### config.mk
export PLATFORM = sky130hd
export DESIGN_NAME = sample_stream_ctrl
export DESIGN_NICKNAME = d
export VERILOG_FILES = /design/src/rtl/sample_stream_pkg.sv /design/src/rtl/sample_stream_ctrl_skid_buf.sv /design/src/rtl/sample_stream_ctrl.sv
export SDC_FILE = /design/constraint.sdc
export NUM_CORES = 1
export LEC_CHECK = 0
export CAP_MARGIN = 10
export CORE_AREA = 2 2 108 89
export CTS_BUF_LIST = sky130_fd_sc_hd__clkbuf_4
export CTS_CLUSTER_SIZE = 12
export DETAILED_ROUTE_END_ITERATION = 10
export DIE_AREA = 0 0 110 91
export MAX_ROUTING_LAYER = met4
export PLACE_DENSITY = 0.7
export SLEW_MARGIN = 15
export SYNTH_ARGS = -nofsm -noshare
export SYNTH_HDL_FRONTEND = slang
export SYNTH_SLANG_ARGS = --single-unit
### constraint.sdc
create_clock -name clk_in -period 3 [get_ports clk_in]
set_input_delay 0.6 -clock clk_in [delete_from_list [all_inputs] [get_ports clk_in]]
set_output_delay 0.6 -clock clk_in [all_outputs]
set_load 0.05 [all_outputs]
### src/rtl/sample_stream_pkg.sv
// Shared types and constants for the sample stream controller:
// FSM states, frame-size derivation and the buffered pixel record.
package sample_stream_pkg;

  typedef enum logic [1:0] {
    IDLE   = 2'd0,
    ACTIVE = 2'd1,
    HBLANK = 2'd2,
    VBLANK = 2'd3
  } state_e;

  localparam int PIX_W = 24;

  function automatic int hex_depth(input int h_active, input int v_active);
    return h_active * v_active;
  endfunction

  localparam int HEX_DEPTH = hex_depth(8, 8);

  typedef struct packed {
    logic [PIX_W-1:0] data;
    logic             sof;
    logic             eol;
  } pixel_t;

endpackage

### src/rtl/sample_stream_ctrl_skid_buf.sv
// Two-entry valid/ready buffer for tagged pixels; the head entry drives the
// outputs directly, and occupancy feeds the fetch credit check upstream.
module stream_skid_buf
  import sample_stream_pkg::*;
#(
  parameter type T = pixel_t
) (
  input  logic       clk_in,
  input  logic       rst_n_in,
  input  logic       in_valid,
  input  T           in_data,
  output T           out_data,
  output logic       out_valid,
  input  logic       out_ready,
  output logic [1:0] occupancy
);

  T           e0_q, e0_d;
  T           e1_q, e1_d;
  logic [1:0] cnt_q, cnt_d;
  logic       pop_s;

  assign pop_s = (cnt_q != 2'd0) && out_ready;

  // Entry/count update; upstream credit guarantees no push into a full, stalled buffer.
  always_comb begin
    e0_d  = e0_q;
    e1_d  = e1_q;
    cnt_d = cnt_q;
    case (cnt_q)
      2'd0: begin
        if (in_valid) begin
          e0_d  = in_data;
          cnt_d = 2'd1;
        end else begin
          cnt_d = 2'd0;
        end
      end
      2'd1: begin
        if (in_valid && pop_s) begin
          e0_d = in_data;
        end else if (in_valid) begin
          e1_d  = in_data;
          cnt_d = 2'd2;
        end else if (pop_s) begin
          cnt_d = 2'd0;
        end else begin
          cnt_d = cnt_q;
        end
      end
      2'd2: begin
        if (pop_s) begin
          e0_d = e1_q;
          if (in_valid) begin
            e1_d = in_data;
          end else begin
            cnt_d = 2'd1;
          end
        end else begin
          cnt_d = cnt_q;
        end
      end
      default: cnt_d = 2'd0;
    endcase
  end

  // Buffer storage.
  always_ff @(posedge clk_in or negedge rst_n_in) begin
    if (!rst_n_in) begin
      e0_q  <= '0;
      e1_q  <= '0;
      cnt_q <= 2'd0;
    end else begin
      e0_q  <= e0_d;
      e1_q  <= e1_d;
      cnt_q <= cnt_d;
    end
  end

  assign out_data  = e0_q;
  assign out_valid = (cnt_q != 2'd0);
  assign occupancy = cnt_q;

endmodule

### src/rtl/sample_stream_ctrl.sv
// Raster-order sample memory sequencer producing a framed valid/ready pixel stream.
// Optional SAMPLE_STREAM_PATTERN_EN replaces memory data with a {row, col} test pattern.
module sample_stream_ctrl
  import sample_stream_pkg::*;
#(
  parameter  int HEX_WIDTH = PIX_W,
  parameter  int H_ACTIVE  = 8,
  parameter  int V_ACTIVE  = 8,
  parameter  int H_BLANK   = 4,
  parameter  int V_BLANK   = 16,
  localparam int DEPTH     = hex_depth(H_ACTIVE, V_ACTIVE),
  localparam int AW        = $clog2(DEPTH)
) (
  input  logic                 clk_in,
  input  logic                 rst_n_in,
  input  logic                 start_in,
  input  logic                 stop_in,
  output logic                 rd_en_out,
  output logic [AW-1:0]        addr_out,
  input  logic [HEX_WIDTH-1:0] rd_data_in,
  output logic [HEX_WIDTH-1:0] data_out,
  output logic                 valid_out,
  input  logic                 ready_in,
  output logic                 sof_out,
  output logic                 eol_out,
  output logic                 frame_done_out,
  output logic                 busy_out
`ifdef SAMPLE_STREAM_PATTERN_EN
  ,
  input  logic                 pattern_sel_in
`endif
);

  localparam int CW   = (H_ACTIVE > 1) ? $clog2(H_ACTIVE) : 1;
  localparam int RW   = (V_ACTIVE > 1) ? $clog2(V_ACTIVE) : 1;
  localparam int BMAX = (H_BLANK > V_BLANK) ? H_BLANK : V_BLANK;
  localparam int BW   = (BMAX > 1) ? $clog2(BMAX) : 1;

  typedef struct packed {
    logic [HEX_WIDTH-1:0] data;
    logic                 sof;
    logic                 eol;
  } pix_t;

  state_e               state_q, state_d;
  logic [CW-1:0]        col_q, col_d;
  logic [RW-1:0]        row_q, row_d;
  logic [RW-1:0]        out_row_q, out_row_d;
  logic [AW-1:0]        addr_q, addr_d;
  logic [BW-1:0]        blank_q, blank_d;
  logic                 stop_pending_q, stop_pending_d;
  logic                 inflight_q, inflight_d;
  logic                 tag_sof_q, tag_sof_d;
  logic                 tag_eol_q, tag_eol_d;
  logic [1:0]           occ_s;
  logic                 pop_s, credit_s, fetch_s, pattern_now_s;
  logic [HEX_WIDTH-1:0] fill_data_s;
  pix_t                 push_pix_s, head_s;

  assign pop_s    = valid_out & ready_in;
  // Credit counts occupancy after this cycle's transfer so a full-rate stream never stalls.
  assign credit_s = (({1'b0, occ_s} + {2'b00, inflight_q}) - {2'b00, pop_s}) < 3'd2;
  assign fetch_s  = credit_s && ((state_q == ACTIVE) || ((state_q == IDLE) && start_in));

  // Raster sequencing, blanking and stop handling.
  always_comb begin
    state_d        = state_q;
    col_d          = col_q;
    row_d          = row_q;
    addr_d         = addr_q;
    blank_d        = blank_q;
    stop_pending_d = stop_pending_q;
    case (state_q)
      IDLE: begin
        if (start_in) begin
          state_d = ACTIVE;
        end else begin
          state_d = IDLE;
        end
      end
      ACTIVE: state_d = ACTIVE;
      HBLANK: begin
        if (blank_q == BW'(H_BLANK - 1)) begin
          state_d = ACTIVE;
          row_d   = row_q + RW'(1);
          blank_d = '0;
        end else begin
          blank_d = blank_q + BW'(1);
        end
      end
      VBLANK: begin
        if (blank_q == BW'(V_BLANK - 1)) begin
          blank_d = '0;
          state_d = (stop_pending_q || stop_in) ? IDLE : ACTIVE;
        end else begin
          blank_d = blank_q + BW'(1);
        end
      end
      default: state_d = IDLE;
    endcase

    if (fetch_s) begin
      addr_d = (addr_q == AW'(DEPTH - 1)) ? '0 : addr_q + AW'(1);
      if (col_q == CW'(H_ACTIVE - 1)) begin
        col_d   = '0;
        blank_d = '0;
        if (row_q == RW'(V_ACTIVE - 1)) begin
          row_d   = '0;
          state_d = VBLANK;
        end else begin
          state_d = HBLANK;
        end
      end else begin
        col_d = col_q + CW'(1);
      end
    end else begin
      addr_d = addr_q;
    end

    if (state_d == IDLE) begin
      stop_pending_d = 1'b0;
    end else if (stop_in && (state_q != IDLE)) begin
      stop_pending_d = 1'b1;
    end else begin
      stop_pending_d = stop_pending_q;
    end
  end

  // Tags travel one cycle alongside the memory read; output row tracks frame_done.
  always_comb begin
    inflight_d = fetch_s;
    tag_sof_d  = (row_q == '0) && (col_q == '0);
    tag_eol_d  = (col_q == CW'(H_ACTIVE - 1));
    if (pop_s && eol_out) begin
      out_row_d = (out_row_q == RW'(V_ACTIVE - 1)) ? '0 : out_row_q + RW'(1);
    end else begin
      out_row_d = out_row_q;
    end
  end

  // Control state.
  always_ff @(posedge clk_in or negedge rst_n_in) begin
    if (!rst_n_in) begin
      state_q        <= IDLE;
      col_q          <= '0;
      row_q          <= '0;
      out_row_q      <= '0;
      addr_q         <= '0;
      blank_q        <= '0;
      stop_pending_q <= 1'b0;
      inflight_q     <= 1'b0;
      tag_sof_q      <= 1'b0;
      tag_eol_q      <= 1'b0;
    end else begin
      state_q        <= state_d;
      col_q          <= col_d;
      row_q          <= row_d;
      out_row_q      <= out_row_d;
      addr_q         <= addr_d;
      blank_q        <= blank_d;
      stop_pending_q <= stop_pending_d;
      inflight_q     <= inflight_d;
      tag_sof_q      <= tag_sof_d;
      tag_eol_q      <= tag_eol_d;
    end
  end

`ifdef SAMPLE_STREAM_PATTERN_EN
  logic          pattern_q, pattern_d;
  logic          pat_use_q, pat_use_d;
  logic [RW-1:0] pat_row_q, pat_row_d;
  logic [CW-1:0] pat_col_q, pat_col_d;

  // Pattern select is latched only when a frame begins.
  always_comb begin
    pattern_now_s = (state_q == IDLE) ? pattern_sel_in : pattern_q;
    if (((state_q == IDLE) && start_in) || ((state_q == VBLANK) && (state_d == ACTIVE))) begin
      pattern_d = pattern_sel_in;
    end else begin
      pattern_d = pattern_q;
    end
    pat_use_d   = pattern_now_s;
    pat_row_d   = row_q;
    pat_col_d   = col_q;
    fill_data_s = pat_use_q ? HEX_WIDTH'({pat_row_q, pat_col_q}) : rd_data_in;
  end

  // Pattern pipeline.
  always_ff @(posedge clk_in or negedge rst_n_in) begin
    if (!rst_n_in) begin
      pattern_q <= 1'b0;
      pat_use_q <= 1'b0;
      pat_row_q <= '0;
      pat_col_q <= '0;
    end else begin
      pattern_q <= pattern_d;
      pat_use_q <= pat_use_d;
      pat_row_q <= pat_row_d;
      pat_col_q <= pat_col_d;
    end
  end
`else
  assign pattern_now_s = 1'b0;
  assign fill_data_s   = rd_data_in;
`endif

  assign push_pix_s = {fill_data_s, tag_sof_q, tag_eol_q};

  stream_skid_buf #(
    .T(pix_t)
  ) u_buf (
    .clk_in    (clk_in),
    .rst_n_in  (rst_n_in),
    .in_valid  (inflight_q),
    .in_data   (push_pix_s),
    .out_data  (head_s),
    .out_valid (valid_out),
    .out_ready (ready_in),
    .occupancy (occ_s)
  );

  assign rd_en_out      = fetch_s & ~pattern_now_s;
  assign addr_out       = addr_q;
  assign data_out       = head_s.data;
  assign sof_out        = head_s.sof;
  assign eol_out        = head_s.eol;
  assign frame_done_out = pop_s & eol_out & (out_row_q == RW'(V_ACTIVE - 1));
  assign busy_out       = (state_q != IDLE) || (occ_s != 2'd0);

endmodule

# --- Word-level counts from Yosys, hierarchy flattened ---
# Index checks and enable logic that the tools add are counted.
op_classes:
  shift: 0
  n_lt_le_gt_ge: 1
  div: 0
  n_mux: 38
  n_bitwise: 3
  n_eq_ne: 17
  multipliers: 0
  reduce_logical: 23
  add_sub_neg: 7
op_table:
  columns: ["operator", "n"]
  rows:
  - ["$mux 26", 6]
  - ["$pmux 26 s3", 1]
  - ["$pmux 26 s2", 1]
  - ["$mux 3", 7]
  - ["$mux 2", 9]
  - ["$mux 4", 4]
  - ["$add 3x1->3 const B", 3]
  - ["$eq 3x3->1 const B", 3]
  - ["$pmux 2 s4", 1]
  - ["$pmux 4 s2", 1]
  - ["$reduce_and 4->1", 2]
  - ["$reduce_bool 2->1", 4]
  - ["$logic_and 1x1->1", 7]
  - ["$add 6x1->6 const B", 1]
  - ["$eq 2x2->1 const B", 3]
  - ["$eq 6x6->1 const B", 1]
  - ["$logic_not 2->1", 3]
  - ["$logic_not 3->1", 2]
  - ["$mux 1", 6]
  - ["$mux 6", 1]
  - ["$ne 2x2->1 const B", 3]
  - ["$pmux 2 s3", 1]
  - ["$add 4x1->4 const B", 1]
  - ["$eq 2x1->1 const B", 2]
  - ["other kinds (11)", 16]
totals:
  latch_bits: 0
  inputBits: 29
  ram_bits: 0
  register_bits: 79
  mem_count: 0
  romBits: 0
  word_cells: 106

# --- Logic depth before layout (Yosys ltp) ---
depth:
  word_depth: 8
  ltp_mapped: 11

# --- Hierarchy ---
# From an unflattened synthesis, not the netlist that was laid out.
unflattened:
  hier_cells: 284
  area_unflattened_um2: 4065.1
modules_own_cells:
  columns: ["mod", "n_inst", "cells_per_inst", "area_per_inst_um2", "seq_area_each_um2"]
  rows:
  - ["stream_skid_buf", 1, 157, 2718.9, 1351.3]
  - ["sample_stream_ctrl", 1, 127, 1346.3, 625.6]

# --- Least setup slack after synthesis ---
# OpenSTA, ideal clock, no wires.
synth_path:
  path_kind: "reg-to-output"
  from: "reg u_buf.cnt_q[1] (netlist: u_buf.occupancy[1])"
  to: "out rd_en_out"
  path_slack_ns: 0.075
  t_arrival_ns: 2.325
  stages_incl_launch_ff: 10
  cell_sequence: "dfrtp_1 > buf_6 > nor2b_4 > buf_6 > and2_4 > o21ai_0 > fa_1 > xor2_1 > nor4b_4 > buf_4"
synth_via:
  elab_chain_len: 5
  elab_cells_between_ends: 6
  classes_between: "2 x add/sub; 1 x order compare; 1 x bitwise; 2 x reduce/logical"
synth_rtl:
  columns: ["item", "line_no", "text"]
  rows:
  - ["from (decl)", "sample_stream_ctrl_skid_buf.sv:20", "logic [1:0] cnt_q, cnt_d;"]
  - ["from (signal assigned)", "sample_stream_ctrl_skid_buf.sv:76", "cnt_q <= cnt_d;"]
  - ["branches (longest 2 deep; another with $add 2x1->3)", null, null]
  - ["$sub 3x1->3 (*)", "sample_stream_ctrl.sv:62", "assign credit_s = (({1'b0, occ_s} + {2'b00, inflight_q}) - {2'b00, pop_s}) < 3'd2;"]
  - ["$lt 3x2->1 (*)", "sample_stream_ctrl.sv:62", null]
  - ["$logic_and 1x1->1 (*)", "sample_stream_ctrl.sv:63", "assign fetch_s = credit_s && ((state_q == ACTIVE) || ((state_q == IDLE) && start_in));"]
  - ["to (decl)", "sample_stream_ctrl.sv:18", "output logic rd_en_out,"]
# Mark *: on every way between the ends.

# --- Worst setup path after layout ---
layout_path:
  from: "reg u_buf.cnt_q[0] (netlist: u_buf.occupancy[0])"
  to: "out rd_en_out"
# Same word-level chain as after synthesis.

==> reports/qor.txt <==
Status: complete, no violations
Num CTS Buffers: 9
Clock-pin transition on the worst setup and hold timing paths: 0.11 ns
Dpl cell area: 4510 µm²
Dpl hpwl: 4610 µm
Commonest cells post-synth: dfrtp_1, nor2_1, mux2i_1
Critical Path End: rd_en_out
Layout cells sized above 1: 18.1%
Post-DRT Antenna Nets: 0
CTS tree: built
Post-synthesis register bit count: 79
Largest net degree at the start of global routing: 80
Synth area leaders: dfrtp_1, mux2i_1, mux2_4
Worst setup SP type: flip-flop
Die H: 91 µm
Setup CP Type: reg2out
Yosys top cell by area: dfrtp_1
Async SR Flop Fraction: 100%
Post-Place Cells: 480
Number of global-route vias before repair: 2442
GPL Wtd Cong: 0.813
Rel. slew slack: 33.2%
Critical path arrival: 2.24 ns
Ant diodes: 0
Count leader, synth: dfrtp_1
Worst r2r src: u_buf.occupancy[0]$_DFFE_PN0P_
Final Net Count: 419
Clk Latency, worst-skew pair: 0.41 ns
Power Density: 1220 nW/µm²
Post-Synthesis Cells: 305
Number of synthesized flops with an enable pin: 0
Post-Syn Area per Cell: 12.1 µm²
CTS max path bufs: 2
Worst slew pin tran: 1.00 ns
Initial DRC Count: 132
Core ar.: 8880 µm²
Die W: 110 µm
Starting Density: 41.6%
Non-filler cells, final: 496
CTS HTree Levels: 3
Final Hold Fails: 0
Total Wirelength: 7080 µm
Area grow syn2layout: 26.0%
Crit share post-route: 94.7%
Mean routed wirelength per cell: 14.3 µm
Worst setup EP type: output port
Post-Synthesis Cell Area: 3700 µm²
Rows: 31
Min cycle time layout: 2.84 ns
Initial antenna violation count: 0
Tightest Hold Check Type: in2async
Sink Count: 79
Die footprint: 10000 µm²
Register area share after synthesis: 53.5%
Worst Setup SP: u_buf.occupancy[0]$_DFFE_PN0P_
Final Skew: 0.0158 ns
Syn. warnings: 0
GRT Util Overall: 15.5%
Total of max-cap violations: 0
Avg Vias per Cell: 4.96
Finished Core Util: 52.5%
Worst Reg-to-Reg Cells: 8
Worst r2r dst: col_q[2]$_DFFE_PN0N_
Multi-input logic area: 1630 µm²
Global-route wire length before repair: 11800 µm
Clk Tree Root Cell: clkbuf_4
DRT Pass-1 Iters: 4
RSZ-0062 raised after global routing: false
Top Ports: 65
Setup violators final: 0
Total gr overflow: 0
LEAKAGE: 2.04 nW
Slew Viols, Final: 0
Fmax: 352 MHz
Syn_nets: 345
IO Port Bufs: 64
WHS: 0.317 ns
Fillers: 792
Post-route cell area: 4660 µm²
Worst Path Required: 2.40 ns
VDD IR max: 569 µV
# hold bufs at CTS: 0
Reg area: 1980 µm²
Yosys top cell area share: 53.5%
Distinct cells, synth: 41
Crit Path Max Fanout: 4
Vias: 2461
Worst reg2reg setup slack: 0.60 ns
DRC: 0
Top FF cell, synth: dfrtp_1
sequential cells by signal, indices dropped and copies added, names as in the netlist, 2 cells and up:
signal,flops
col_q,3
state_q,2
row_q,3
u_buf.occupancy,2
out_row_q,3
blank_q,4
u_buf.e1_q,26
u_buf.out_data,26
addr_out,6
through the flow:
step	TNS [ns]	worst slack [ns]	power, mW
detailed placement	-0.187	-0.0652	5.12
finish	0	0.158	5.69
floorplan	0	0.0746	4.17
global placement	-0.0367	-0.0231	5.03
global route	0	0.0219	6.08
CTS	0	0.0569	5.76
cells in the final DEF (no fill, tap or decap), types with 2 or more instances in the layout:
cell	n
buf_4	13
mux2_4	20
nand2_1	12
ha_1	10
nor3_1	3
clkbuf_4	11
xor2_1	3
o2bb2ai_1	2
xnor2_1	4
a21oi_1	28
and3_1	3
nand4_1	2
a32o_1	2
inv_1	7
nor2b_1	3
clkdlybuf4s50_1	59
buf_12	3
nand3_1	4
mux2_2	10
dfrtp_1	78
nor2_1	43
o21ai_0	5
mux2i_1	31
routing by layer:
metal  track usage, %  up-vias  wire (µm)
met2             23.6       40       3450
met3             3.37        5        210
met4             5.59        0         80
met5                -        -          0
li1                 -     1208          -
met1             20.3     1208       3330
worst min-delay path by stage:
| stage | from | end | slack (ns) | cells after the start |
|---|---|---|---|---|
| floorplan | rst_n_in | addr_out[0]$_DFFE_PN0N_ | 0.30 | 0 |
| global placement | row_q[2]$_DFF_PN0_ | tag_sof_q$_DFF_PN0_ | 0.46 | 1 |
| detailed placement | row_q[2]$_DFF_PN0_ | tag_sof_q$_DFF_PN0_ | 0.46 | 1 |
| CTS | rst_n_in | u_buf.e1_q[24]$_DFFE_PN0P_ | 0.37 | 1 |
| global route | rst_n_in | u_buf.out_data[7]$_DFFE_PN0P_ | 0.41 | 1 |
| finish | rst_n_in | u_buf.out_data[7]$_DFFE_PN0P_ | 0.32 | 1 |
power breakdown:
group / total [mW] / internal (mW) / switching [mW] / leakage (nW)
Sequential: 1.98 / 1.59 / 0.386 / 0.930
Combinational: 3.14 / 1.33 / 1.81 / 1.04
Clock: 0.585 / 0.259 / 0.325 / 0.0687
Total: 5.69 / 3.17 / 2.52 / 2.04
worst max-delay path: stages, from the launching register on:
cell and delay, ns:
dfrtp_2 0.45, nor2b_4 0.13, and2_4 0.16, o21ai_1 0.09
fa_2 0.35, xor2_1 0.17, nor4b_4 0.32, buf_12 0.18
kinds of logic (layout without fill, tap and decap cells):
family / count (synthesis) / after routing / share of synthesized area, %
and+or+nand+nor: 80 / 80 / 10.6
muxes: 61 / 61 / 19.6
xor gates and xnor gates: 7 / 7 / 1.66
AOI/OAI and AO/OA: 46 / 46 / 7.48
adders and majority gates: 11 / 11 / 3.92
buffers and inverters: 21 / 97 / 3.35
DFF: 79 / 79 / 53.5
cell type report:
cell class                      instances  area share [%]
Sequential cell                        79            42.4
Multi-Input combinational cell        205            34.9
Timing Repair Buffer                   77            16.5
Tap cell                              115            3.09
Clock buffer                           11            1.77
Clock inverter                          2           0.751
Inverter                                7           0.564
repair_timing:
| action | 4_1_cts | 5_1_grt |
|---|---|---|
| cloned | 0 | 0 |
| buffers inserted | 3 | 0 |
| resized for setup | 5 | 1 |
| pin swaps | 2 | 2 |
| setup endpoints to repair | 1 | 2 |
Power figures use the tool's default switching activity.
